### src/rtl/alu_pkg.sv
// Shared opcodes, flag bit positions and FSM states for the handshake ALU engine.
package alu_pkg;

  localparam logic [3:0] OP_ADD = 4'd0;
  localparam logic [3:0] OP_SUB = 4'd1;
  localparam logic [3:0] OP_MUL = 4'd2;
  localparam logic [3:0] OP_DIV = 4'd3;
  localparam logic [3:0] OP_MOD = 4'd4;
  localparam logic [3:0] OP_AND = 4'd5;
  localparam logic [3:0] OP_OR  = 4'd6;
  localparam logic [3:0] OP_XOR = 4'd7;

  localparam int unsigned FLG_C   = 0;
  localparam int unsigned FLG_Z   = 1;
  localparam int unsigned FLG_N   = 2;
  localparam int unsigned FLG_DZ  = 3;
  localparam int unsigned FLG_ILL = 4;

  typedef enum logic [1:0] {
    ST_IDLE = 2'd0,
    ST_DIV  = 2'd1,
    ST_DONE = 2'd2
  } alu_state_e;

endpackage

### src/rtl/alu_engine_if.sv
// Request/response bundle of the ALU engine; master drives requests, slave is the engine.
interface alu_engine_if #(
  parameter int unsigned WIDTH = 16,
  parameter int unsigned OPW   = 4
);
  logic             op_valid;
  logic             op_ready;
  logic [OPW-1:0]   opcode;
  logic [WIDTH-1:0] opa;
  logic [WIDTH-1:0] opb;
  logic             res_valid;
  logic             res_ready;
  logic [WIDTH-1:0] result;
  logic [WIDTH-1:0] result_hi;
  logic [4:0]       flags;
  logic             busy;

  modport master (
    output op_valid, opcode, opa, opb, res_ready,
    input  op_ready, res_valid, result, result_hi, flags, busy
  );

  modport slave (
    input  op_valid, opcode, opa, opb, res_ready,
    output op_ready, res_valid, result, result_hi, flags, busy
  );
endinterface

### src/rtl/alu_divider.sv
// Iterative restoring divider: one quotient bit per cycle, MSB first, WIDTH cycles.
module alu_divider #(
  parameter int unsigned WIDTH = 16
) (
  input  logic             clock,
  input  logic             reset,
  input  logic             start,
  input  logic [WIDTH-1:0] dividend,
  input  logic [WIDTH-1:0] divisor,
  output logic             busy,
  output logic             done,
  output logic [WIDTH-1:0] quotient,
  output logic [WIDTH-1:0] remainder
);
  localparam int unsigned CW = $clog2(WIDTH);

  logic [CW-1:0]    cnt_q;
  logic [WIDTH-1:0] quo_q, rem_q, dvs_q;
  logic             busy_q;
  logic [WIDTH:0]   shifted;
  logic [WIDTH-1:0] trial;
  logic             fits;

  // Partial remainder is always below the divisor, so the trial difference fits WIDTH bits.
  always_comb begin
    shifted = {rem_q, quo_q[WIDTH-1]};
    fits    = (shifted >= {1'b0, dvs_q});
    trial   = shifted[WIDTH-1:0] - dvs_q;
  end

  // Quotient/remainder after the current step; final while done is high.
  assign quotient  = {quo_q[WIDTH-2:0], fits};
  assign remainder = fits ? trial : shifted[WIDTH-1:0];
  assign busy      = busy_q;
  assign done      = busy_q && (cnt_q == CW'(WIDTH - 1));

  always_ff @(posedge clock) begin
    if (reset) begin
      cnt_q  <= '0;
      quo_q  <= '0;
      rem_q  <= '0;
      dvs_q  <= '0;
      busy_q <= 1'b0;
    end else if (start && !busy_q) begin
      cnt_q  <= '0;
      quo_q  <= dividend;
      rem_q  <= '0;
      dvs_q  <= divisor;
      busy_q <= 1'b1;
    end else if (busy_q) begin
      quo_q <= quotient;
      rem_q <= remainder;
      cnt_q <= cnt_q + CW'(1);
      if (done) busy_q <= 1'b0;
    end
  end
endmodule

### src/rtl/alu_engine.sv
// Handshake ALU engine: single-cycle datapath plus result-holding FSM around a divider.
module alu_engine
  import alu_pkg::*;
#(
  parameter int unsigned WIDTH = 16,
  parameter int unsigned OPW   = 4
) (
  input logic         clock,
  input logic         reset,
  alu_engine_if.slave bus
);
  alu_state_e       state_q, state_d;
  logic [WIDTH-1:0] result_q, result_d, result_hi_q, result_hi_d;
  logic [4:0]       flags_q, flags_d, flags_calc;
  logic             mod_q, mod_d;

  logic             accept, b_zero, is_divmod, div_start;
  logic             div_busy, div_done;
  logic [WIDTH-1:0] div_quo, div_rem;

  logic [WIDTH:0]     sum, diff;
  logic [2*WIDTH-1:0] prod;
  logic [WIDTH-1:0]   r_calc, rh_calc;
  logic               c_calc, dz_calc, ill_calc;

  assign bus.op_ready  = (state_q == ST_IDLE) && !bus.res_valid;
  assign bus.res_valid = (state_q == ST_DONE);
  assign bus.result    = result_q;
  assign bus.result_hi = result_hi_q;
  assign bus.flags     = flags_q;
  assign bus.busy      = div_busy;

  assign accept    = bus.op_valid && bus.op_ready;
  assign b_zero    = (bus.opb == '0);
  assign is_divmod = (bus.opcode == OPW'(OP_DIV)) || (bus.opcode == OPW'(OP_MOD));
  assign div_start = accept && is_divmod && !b_zero;

  alu_divider #(.WIDTH(WIDTH)) u_divider (
    .clock    (clock),
    .reset    (reset),
    .start    (div_start),
    .dividend (bus.opa),
    .divisor  (bus.opb),
    .busy     (div_busy),
    .done     (div_done),
    .quotient (div_quo),
    .remainder(div_rem)
  );

  always_comb begin
    sum      = {1'b0, bus.opa} + {1'b0, bus.opb};
    diff     = {1'b0, bus.opa} - {1'b0, bus.opb};
    prod     = {{WIDTH{1'b0}}, bus.opa} * {{WIDTH{1'b0}}, bus.opb};
    r_calc   = '0;
    rh_calc  = '0;
    c_calc   = 1'b0;
    dz_calc  = 1'b0;
    ill_calc = 1'b0;
    case (bus.opcode)
      OPW'(OP_ADD): begin r_calc = sum[WIDTH-1:0]; c_calc = sum[WIDTH]; end
      OPW'(OP_SUB): begin r_calc = diff[WIDTH-1:0]; c_calc = diff[WIDTH]; end
      OPW'(OP_MUL): begin
        r_calc  = prod[WIDTH-1:0];
        rh_calc = prod[2*WIDTH-1:WIDTH];
        c_calc  = (prod[2*WIDTH-1:WIDTH] != '0);
      end
      // Only the divide-by-zero outcome is produced here; B!=0 goes through the divider.
      OPW'(OP_DIV): if (b_zero) begin r_calc = '1; rh_calc = bus.opa; dz_calc = 1'b1; end
      OPW'(OP_MOD): if (b_zero) begin r_calc = bus.opa; rh_calc = '1; dz_calc = 1'b1; end
      OPW'(OP_AND): r_calc = bus.opa & bus.opb;
      OPW'(OP_OR):  r_calc = bus.opa | bus.opb;
      OPW'(OP_XOR): r_calc = bus.opa ^ bus.opb;
      default:      ill_calc = 1'b1;
    endcase
    flags_calc          = '0;
    flags_calc[FLG_C]   = c_calc;
    flags_calc[FLG_Z]   = !ill_calc && (r_calc == '0);
    flags_calc[FLG_N]   = !ill_calc && r_calc[WIDTH-1];
    flags_calc[FLG_DZ]  = dz_calc;
    flags_calc[FLG_ILL] = ill_calc;
  end

  always_comb begin
    state_d     = state_q;
    result_d    = result_q;
    result_hi_d = result_hi_q;
    flags_d     = flags_q;
    mod_d       = mod_q;
    unique case (state_q)
      ST_IDLE: begin
        if (accept) begin
          result_d    = r_calc;
          result_hi_d = rh_calc;
          flags_d     = flags_calc;
          mod_d       = (bus.opcode == OPW'(OP_MOD));
          state_d     = div_start ? ST_DIV : ST_DONE;
        end
      end
      ST_DIV: begin
        if (div_done) begin
          result_d        = mod_q ? div_rem : div_quo;
          result_hi_d     = mod_q ? div_quo : div_rem;
          flags_d         = '0;
          flags_d[FLG_Z]  = (result_d == '0);
          flags_d[FLG_N]  = result_d[WIDTH-1];
          state_d         = ST_DONE;
        end
      end
      ST_DONE: if (bus.res_ready) state_d = ST_IDLE;
      default: state_d = ST_IDLE;
    endcase
  end

  always_ff @(posedge clock) begin
    if (reset) begin
      state_q     <= ST_IDLE;
      result_q    <= '0;
      result_hi_q <= '0;
      flags_q     <= '0;
      mod_q       <= 1'b0;
    end else begin
      state_q     <= state_d;
      result_q    <= result_d;
      result_hi_q <= result_hi_d;
      flags_q     <= flags_d;
      mod_q       <= mod_d;
    end
  end
endmodule
### src/flat_wrapper.sv
// flat-port wrapper written by rule: the top's interface ports become plain ports
module alu_engine_flat import alu_pkg::*;
#(
  parameter int unsigned WIDTH = 16,
  parameter int unsigned OPW   = 4
)
  (clock, reset, bus_op_valid, bus_opcode, bus_opa, bus_opb, bus_res_ready, bus_op_ready, bus_res_valid, bus_result, bus_result_hi, bus_flags, bus_busy);
  alu_engine_if #(.WIDTH(WIDTH), .OPW(OPW)) bus_i ();
  input logic clock;
  input logic reset;
  input wire logic [$bits(bus_i.op_valid)-1:0] bus_op_valid;
  input wire logic [$bits(bus_i.opcode)-1:0] bus_opcode;
  input wire logic [$bits(bus_i.opa)-1:0] bus_opa;
  input wire logic [$bits(bus_i.opb)-1:0] bus_opb;
  input wire logic [$bits(bus_i.res_ready)-1:0] bus_res_ready;
  output wire logic [$bits(bus_i.op_ready)-1:0] bus_op_ready;
  output wire logic [$bits(bus_i.res_valid)-1:0] bus_res_valid;
  output wire logic [$bits(bus_i.result)-1:0] bus_result;
  output wire logic [$bits(bus_i.result_hi)-1:0] bus_result_hi;
  output wire logic [$bits(bus_i.flags)-1:0] bus_flags;
  output wire logic [$bits(bus_i.busy)-1:0] bus_busy;
  assign bus_i.op_valid = bus_op_valid;
  assign bus_i.opcode = bus_opcode;
  assign bus_i.opa = bus_opa;
  assign bus_i.opb = bus_opb;
  assign bus_i.res_ready = bus_res_ready;
  assign bus_op_ready = bus_i.op_ready;
  assign bus_res_valid = bus_i.res_valid;
  assign bus_result = bus_i.result;
  assign bus_result_hi = bus_i.result_hi;
  assign bus_flags = bus_i.flags;
  assign bus_busy = bus_i.busy;
  alu_engine #(.WIDTH(WIDTH), .OPW(OPW)) u_core (.clock(clock), .reset(reset), .bus(bus_i));
endmodule
### config.mk
export PLATFORM = sky130hd
export DESIGN_NAME = alu_engine_flat
export DESIGN_NICKNAME = d
export VERILOG_FILES = /design/src/rtl/alu_pkg.sv /design/src/rtl/alu_engine_if.sv /design/src/rtl/alu_divider.sv /design/src/rtl/alu_engine.sv /design/src/flat_wrapper.sv
export SDC_FILE = /design/constraint.sdc
export NUM_CORES = 1
export LEC_CHECK = 0
export CAP_MARGIN = 30
export CORE_UTILIZATION = 45
export CTS_BUF_LIST = sky130_fd_sc_hd__clkbuf_4 sky130_fd_sc_hd__clkbuf_8
export CTS_CLUSTER_SIZE = 8
export DETAILED_ROUTE_END_ITERATION = 8
export GPL_TIMING_DRIVEN = 0
export PLACE_DENSITY_LB_ADDON = 0.2
export SLEW_MARGIN = 20
export SYNTH_ARGS = -nofsm -noshare
export SYNTH_HDL_FRONTEND = slang
export SYNTH_SLANG_ARGS = --single-unit
### constraint.sdc
create_clock -name clock -period 14.9 [get_ports clock]
set_input_delay 4.47 -clock clock [delete_from_list [all_inputs] [get_ports clock]]
set_output_delay 4.47 -clock clock [all_outputs]
set_load 0.005 [all_outputs]
## Yosys cells after proc, flatten, opt, wreduce, memory -nomap -nowiden

Cells that the tools add are included.

- Equality and inequality tests: 13
- Magnitude comparators: 1
- $mul: 1
- Reduce and logical (&&, ||, !) cells: 26
- Mux-type cells: 30
- Add/sub/neg operators: 4
- Bitwise operators: 3

Operator list:

| cell | number |
|---|---|
| 2-to-1 mux 16 bit | 11 |
| case mux 16 bit (8 select lines) | 1 |
| case mux 16 bit (2 select lines) | 2 |
| logical NOT 16 bit | 3 |
| case mux 16 bit (3 select lines) | 1 |
| multiplier 16 x 16 -> 32 bit | 1 |
| adder 16 x 16 -> 17 bit | 1 |
| greater-or-equal comparator 17 x 16 -> 1 bit | 1 |
| subtractor 16 x 16 -> 17 bit | 1 |
| AND 16 bit | 1 |
| == test 4 x 3 -> 1 bit, second input constant | 4 |
| bitwise OR 16 bit | 1 |
| nonzero test 16 bit | 1 |
| subtractor 16 bit | 1 |
| bitwise XOR 16 bit | 1 |
| 2-to-1 mux 5 bit | 2 |
| case mux 5 bit (2 select lines) | 1 |
| == test 4 x 2 -> 1 bit, second input constant | 2 |
| logical AND 1 bit | 8 |
| 2-to-1 mux 2 bit | 4 |
| OR reduction 8 bit | 1 |
| 2-to-1 mux 1 bit | 6 |
| case mux 2 bit (3 select lines) | 1 |
| AND reduction 3 bit | 2 |
| 15 further kinds | 20 |

- Register bits after elaboration: 93
- Input port bits: 40

## Longest topological paths before layout

- Word-level depth: 9
- Depth in mapped cells: 28
- Gate-level depth less buffers: 25

## By module

A second synthesis with hierarchy kept.

- Cells, all modules: 2,136
- Area, all modules: 17,038.8 sq um

Modules (own cells, without submodules):

| module | area each (sq um) | cells each | instances |
|---|---|---|---|
| alu_engine | 13,731.9 | 1,728 | 1 |
| alu_divider | 3,306.9 | 408 | 1 |

## Worst setup path before layout

No wires, ideal clock.

- Kind: in2reg
- Start: input port bus_opb[4]
- End: register u_core.flags_q[0], in the netlist u_core.bus.flags[0]
- Setup time: 0.124 ns
- Setup slack: 4.325 ns
- Arrival time: 10.451 ns
- Stages on the path: 25
- Data required time: 14.776 ns
- Cell sequence: clkbuf_1 > inv_1 > clkbuf_1 > nor2_1 > fa_1 > inv_1 > fa_1 > inv_1 > fa_1 > fa_1 > fa_1 > inv_1 > fa_1 > inv_1 > ha_1 > buf_2 > a21o_1 > a21o_1 > a311oi_1 > o311ai_1 > or4b_1 > a2111oi_2 > nand4_1 > o21ai_1 > a31oi_1

- Longest elaborated chain between the ends: 5

RTL lines:

| what | RTL line | RTL |
|---|---|---|
| from (decl) | flat_wrapper.sv:14 | `input wire logic [$bits(bus_i.opb)-1:0] bus_opb;` |
| multiplier 16 x 16 -> 32 bit | alu_engine.sv:53 | `prod = {{WIDTH{1'b0}}, bus.opa} * {{WIDTH{1'b0}}, bus.opb};` |
| nonzero test 16 bit | alu_engine.sv:65 | `c_calc = (prod[2*WIDTH-1:WIDTH] != '0);` |
| case mux 1 bit (3 select lines) (*) | alu_engine.sv:59 | `case (bus.opcode)` |
| 2-to-1 mux 5 bit (*) | alu_engine.sv:91 | `if (accept) begin` |
| case mux 5 bit (2 select lines) (*) | alu_engine.sv:89 | `unique case (state_q)` |
| to (signal assigned) | alu_engine.sv:125 | `flags_q <= flags_d;` |
| to (decl) | alu_engine.sv:14 | `logic [4:0] flags_q, flags_d, flags_calc;` |

Every way passes the cells marked *; elsewhere a longest branch is shown, timed or not. The select of a mux whose other input is x is not followed.
A chain may end at the register's enable or synchronous reset.

## Final worst setup path

- Start: input port bus_opa[9]
- End: register u_core.flags_q[0], in the netlist u_core.bus.flags[0]

- Longest elaborated chain between the ends: 5

RTL lines:

| what | RTL line | RTL |
|---|---|---|
| from (decl) | flat_wrapper.sv:13 | `input wire logic [$bits(bus_i.opa)-1:0] bus_opa;` |
| multiplier 16 x 16 -> 32 bit | alu_engine.sv:53 |  |
| nonzero test 16 bit | alu_engine.sv:65 |  |
| case mux 1 bit (3 select lines) (*) | alu_engine.sv:59 |  |
| 2-to-1 mux 5 bit (*) | alu_engine.sv:91 |  |
| case mux 5 bit (2 select lines) (*) | alu_engine.sv:89 |  |

Marked as above.

==> flow_metrics.py <==
metrics = {
    "status": {
        "status": "complete, no violations",
    },
    "clock_network": {
        "clockBufferDepth": 2,
        "cts_hold_buf": 0,
        "path_clk_slew_ns": 0.10,
        "clock-root-buffer": "clkbuf_8",
        "cts_buffers": 9,
        "postCtsSetupBuffers": 0,
        "cts.sinks": 93,
        "cts_resized": 0,
        "cts_tree": "yes",
        "cts_max_level": 3,
        "clock_latency_ns": 0.39,
    },
    "route": {
        "ant_nets": 0,
        "finalWirelength_um": 67000,
        "viasPerCell": 6.12,
        "drt_pass1_iterations": 5,
        "drc": 0,
        "route.detailed.wl_per_inst_um": 24.6,
        "drt-initial-drc-count": 1728,
        "num_vias": 16700,
    },
    "synth": {
        "synthFlopType": "dfxtp_1",
        "synth_cells": 2162,
        "synth.avg_cell_area_um2": 7.79,
        "async_flop_share_pct": 0,
        "synth_nets": 2568,
        "syn_area_um2": 16800,
        "synth_cell_type_count": 92,
        "synth-seq-area-share_pct": 11.1,
        "synth-seq-cells": 93,
        "synth_edf_count": 0,
        "ys.warnings.count": 0,
    },
    "worst_hold_path": {
        "min_from": "u_core.bus.result[6]$_SDFFE_PP0P_",
        "min_path_cells": 2,
        "hold_class": "reg -> reg",
    },
    "global_route": {
        "grt_pass1_vias": 16400,
        "grt.overflow.total": 0,
        "grt_usage_pct": 35.7,
        "grt_start_max_net_pins": 17,
        "antenna_found_initial": 0,
        "grt_first_pass_wirelength_um": 102000,
    },
    "timing": {
        "final.setup_skew_ns": 0.0151,
        "maxSlewHeadroom_pct": 26.0,
        "finalCritPeriodShare_pct": 86.8,
        "worst_pin_slew_ns": 1.11,
        "rsz0062_at_grt": "false",
        "hold_viol_final": 0,
        "fmax_mhz": 77.3,
        "setup_viol": 0,
        "drv_slew": 0,
        "final.min_clock_period_ns": 12.93,
        "final.setup.tns_ns": 0,
    },
    "critical_path": {
        "slowest_delay_ns": 0.95,
        "path_delay_family": "adder cells",
        "path_max_fanout": 10,
        "rrSetupSlack_ns": 11.13,
        "critical_path_required_ns": 15.18,
        "worst_setup_path_end_kind": "flip-flop",
        "critPathSlowestCell": "clkinv_1",
        "path_depth": 26,
        "r2r-start": "u_core.u_divider.quo_q[15]$_SDFFE_PP0P_",
        "crit_top_cell": "fa_1",
        "reg2reg_depth": 12,
        "critPathArrivalTime_ns": 13.21,
        "startpoint_type": "input port",
        "path_class": "in -> reg",
        "crit_start": "bus_opa[9]",
        "path_buf_inv": 8,
    },
    "die": {
        "die_area_um2": 38200,
        "die_h_um": 195,
        "num_rows": 70,
        "core_area_um2": 36700,
        "num_io_pins": 80,
        "die_w_um": 195,
        "initial_core_util_pct": 45.9,
    },
    "layout": {
        "drive_above_1_share_pct": 3.72,
        "fin_cells": 2728,
        "multi_input_area_um2": 13300,
        "area_growth_pct": 9.54,
        "layout_common_cells": "283 x inv_1, 271 x nor2_1, 252 x nand2_1",
        "final_common_cell": "inv_1",
        "layout.nets": 2660,
        "fillers": 3697,
        "finish.instance_area_um2": 18400,
        "regArea_um2": 1860,
    },
    "pwr": {
        "peakVddDrop_uv": 384,
        "p_per_area_nw_per_um2": 237,
        "power.total_mw": 4.37,
        "leakage_nw": 8.09,
    },
    "placed_design": {
        "place_congestion": 1.02,
        "dp_hpwl_um": 54700,
        "dpl-instance-area_um2": 18200,
        "port_buffers": 79,
        "dp_cells": 2711,
    },
    "flow_run": {
        "maxCapViolCount": 0,
    },
}
Yosys cell counts (21+ instances only):
library cell	instances	area [um^2]
a21o_1	21	158
a221oi_1	25	219
fa_1	197	3940
a211oi_1	30	225
a21oi_1	155	776
ha_1	169	2110
clkbuf_1	104	390
inv_1	283	1060
nor2_1	271	1020
xnor2_1	24	210
nand3_1	28	140
o21ai_0	78	390
mux2i_1	39	390
nand2_1	252	946
nor3_1	32	160
dfxtp_1	93	1860
stage by stage:
stage	util [%]	setup WS, ns	hold slack [ns]
after floorplan	-	4.32	0.436
after global placement	49.6	1.96	0.448
after detailed placement	49.7	1.87	0.447
after CTS	50.2	2.26	0.462
after global routing	50.2	1.83	0.478
final	50.3	1.97	0.460
sequential cells by signal, indices dropped and copies added (netlist names):
register,flops
u_core.bus.flags,5
u_core.bus.result,16
u_core.bus.result_hi,16
u_core.mod_q,1
u_core.state_q,2
u_core.u_divider.busy,1
u_core.u_divider.cnt_q,4
u_core.u_divider.dvs_q,16
u_core.u_divider.quo_q,16
u_core.u_divider.rem_q,16
per-layer routing:
| metal | part of all wire [%] | global-route usage (%) | vias to the layer above |
|---|---|---|---|
| met5 | 0 | 0 | - |
| met4 | 4.0 | 12.8 | 0 |
| met3 | 7.9 | 4.73 | 144 |
| met2 | 45 | 56.5 | 792 |
| met1 | 43 | 49.7 | 8278 |
| li1 | - | - | 7473 |
worst reg2reg max path: stages, from the launching register on:
cell	delay, ns
dfxtp_1	0.44
inv_1	0.10
ha_1	0.22
fa_1	0.43
and2b_1	0.26
o21ai_0	0.11
a21oi_1	0.26
o221ai_1	0.23
a21o_1	0.23
a311oi_1	0.53
nor2b_1	0.16
o31ai_1	0.51
o21ai_0	0.16
cells by family (layout without fill, tap and decap cells):
kind of cell               after synthesis  count (layout)  share of synthesized area [%]
other                                    0               1                              0
buffers and inverters                  420             517                           9.69
xor gates and xnor gates                40              40                           2.08
DFF                                     93              93                           11.1
AOI/OAI and AO/OA                      485             485                           19.5
and+or+nand+nor                        714             714                           18.9
adders and majority gates              366             366                           36.0
muxes                                   44              44                           2.72
path summary, 6_finish.rpt:
path / end
min reg2reg: u_core.bus.result[6]$_SDFFE_PP0P_
min: u_core.bus.result[6]$_SDFFE_PP0P_
max reg2reg: u_core.bus.result_hi[14]$_SDFFE_PP0P_
max: u_core.bus.flags[0]$_SDFFE_PP0P_
power breakdown:
part	switching [mW]	total, mW	internal [mW]
logic	2.54	3.91	1.37
clock network	0.101	0.185	0.0837
registers	0.00942	0.271	0.261
area by class of cell:
class / instances / area share, %
antenna: 1 / 0.0136
inverter: 291 / 5.92
buffer: 129 / 2.92
clock inverter: 6 / 0.387
tap: 468 / 3.18
sequential: 93 / 10.1
timing repair buffer: 81 / 4.36
multi-input combinational: 1649 / 72.4
clock buffer: 10 / 0.746
No activity file was read; power rests on OpenSTA's default activity.
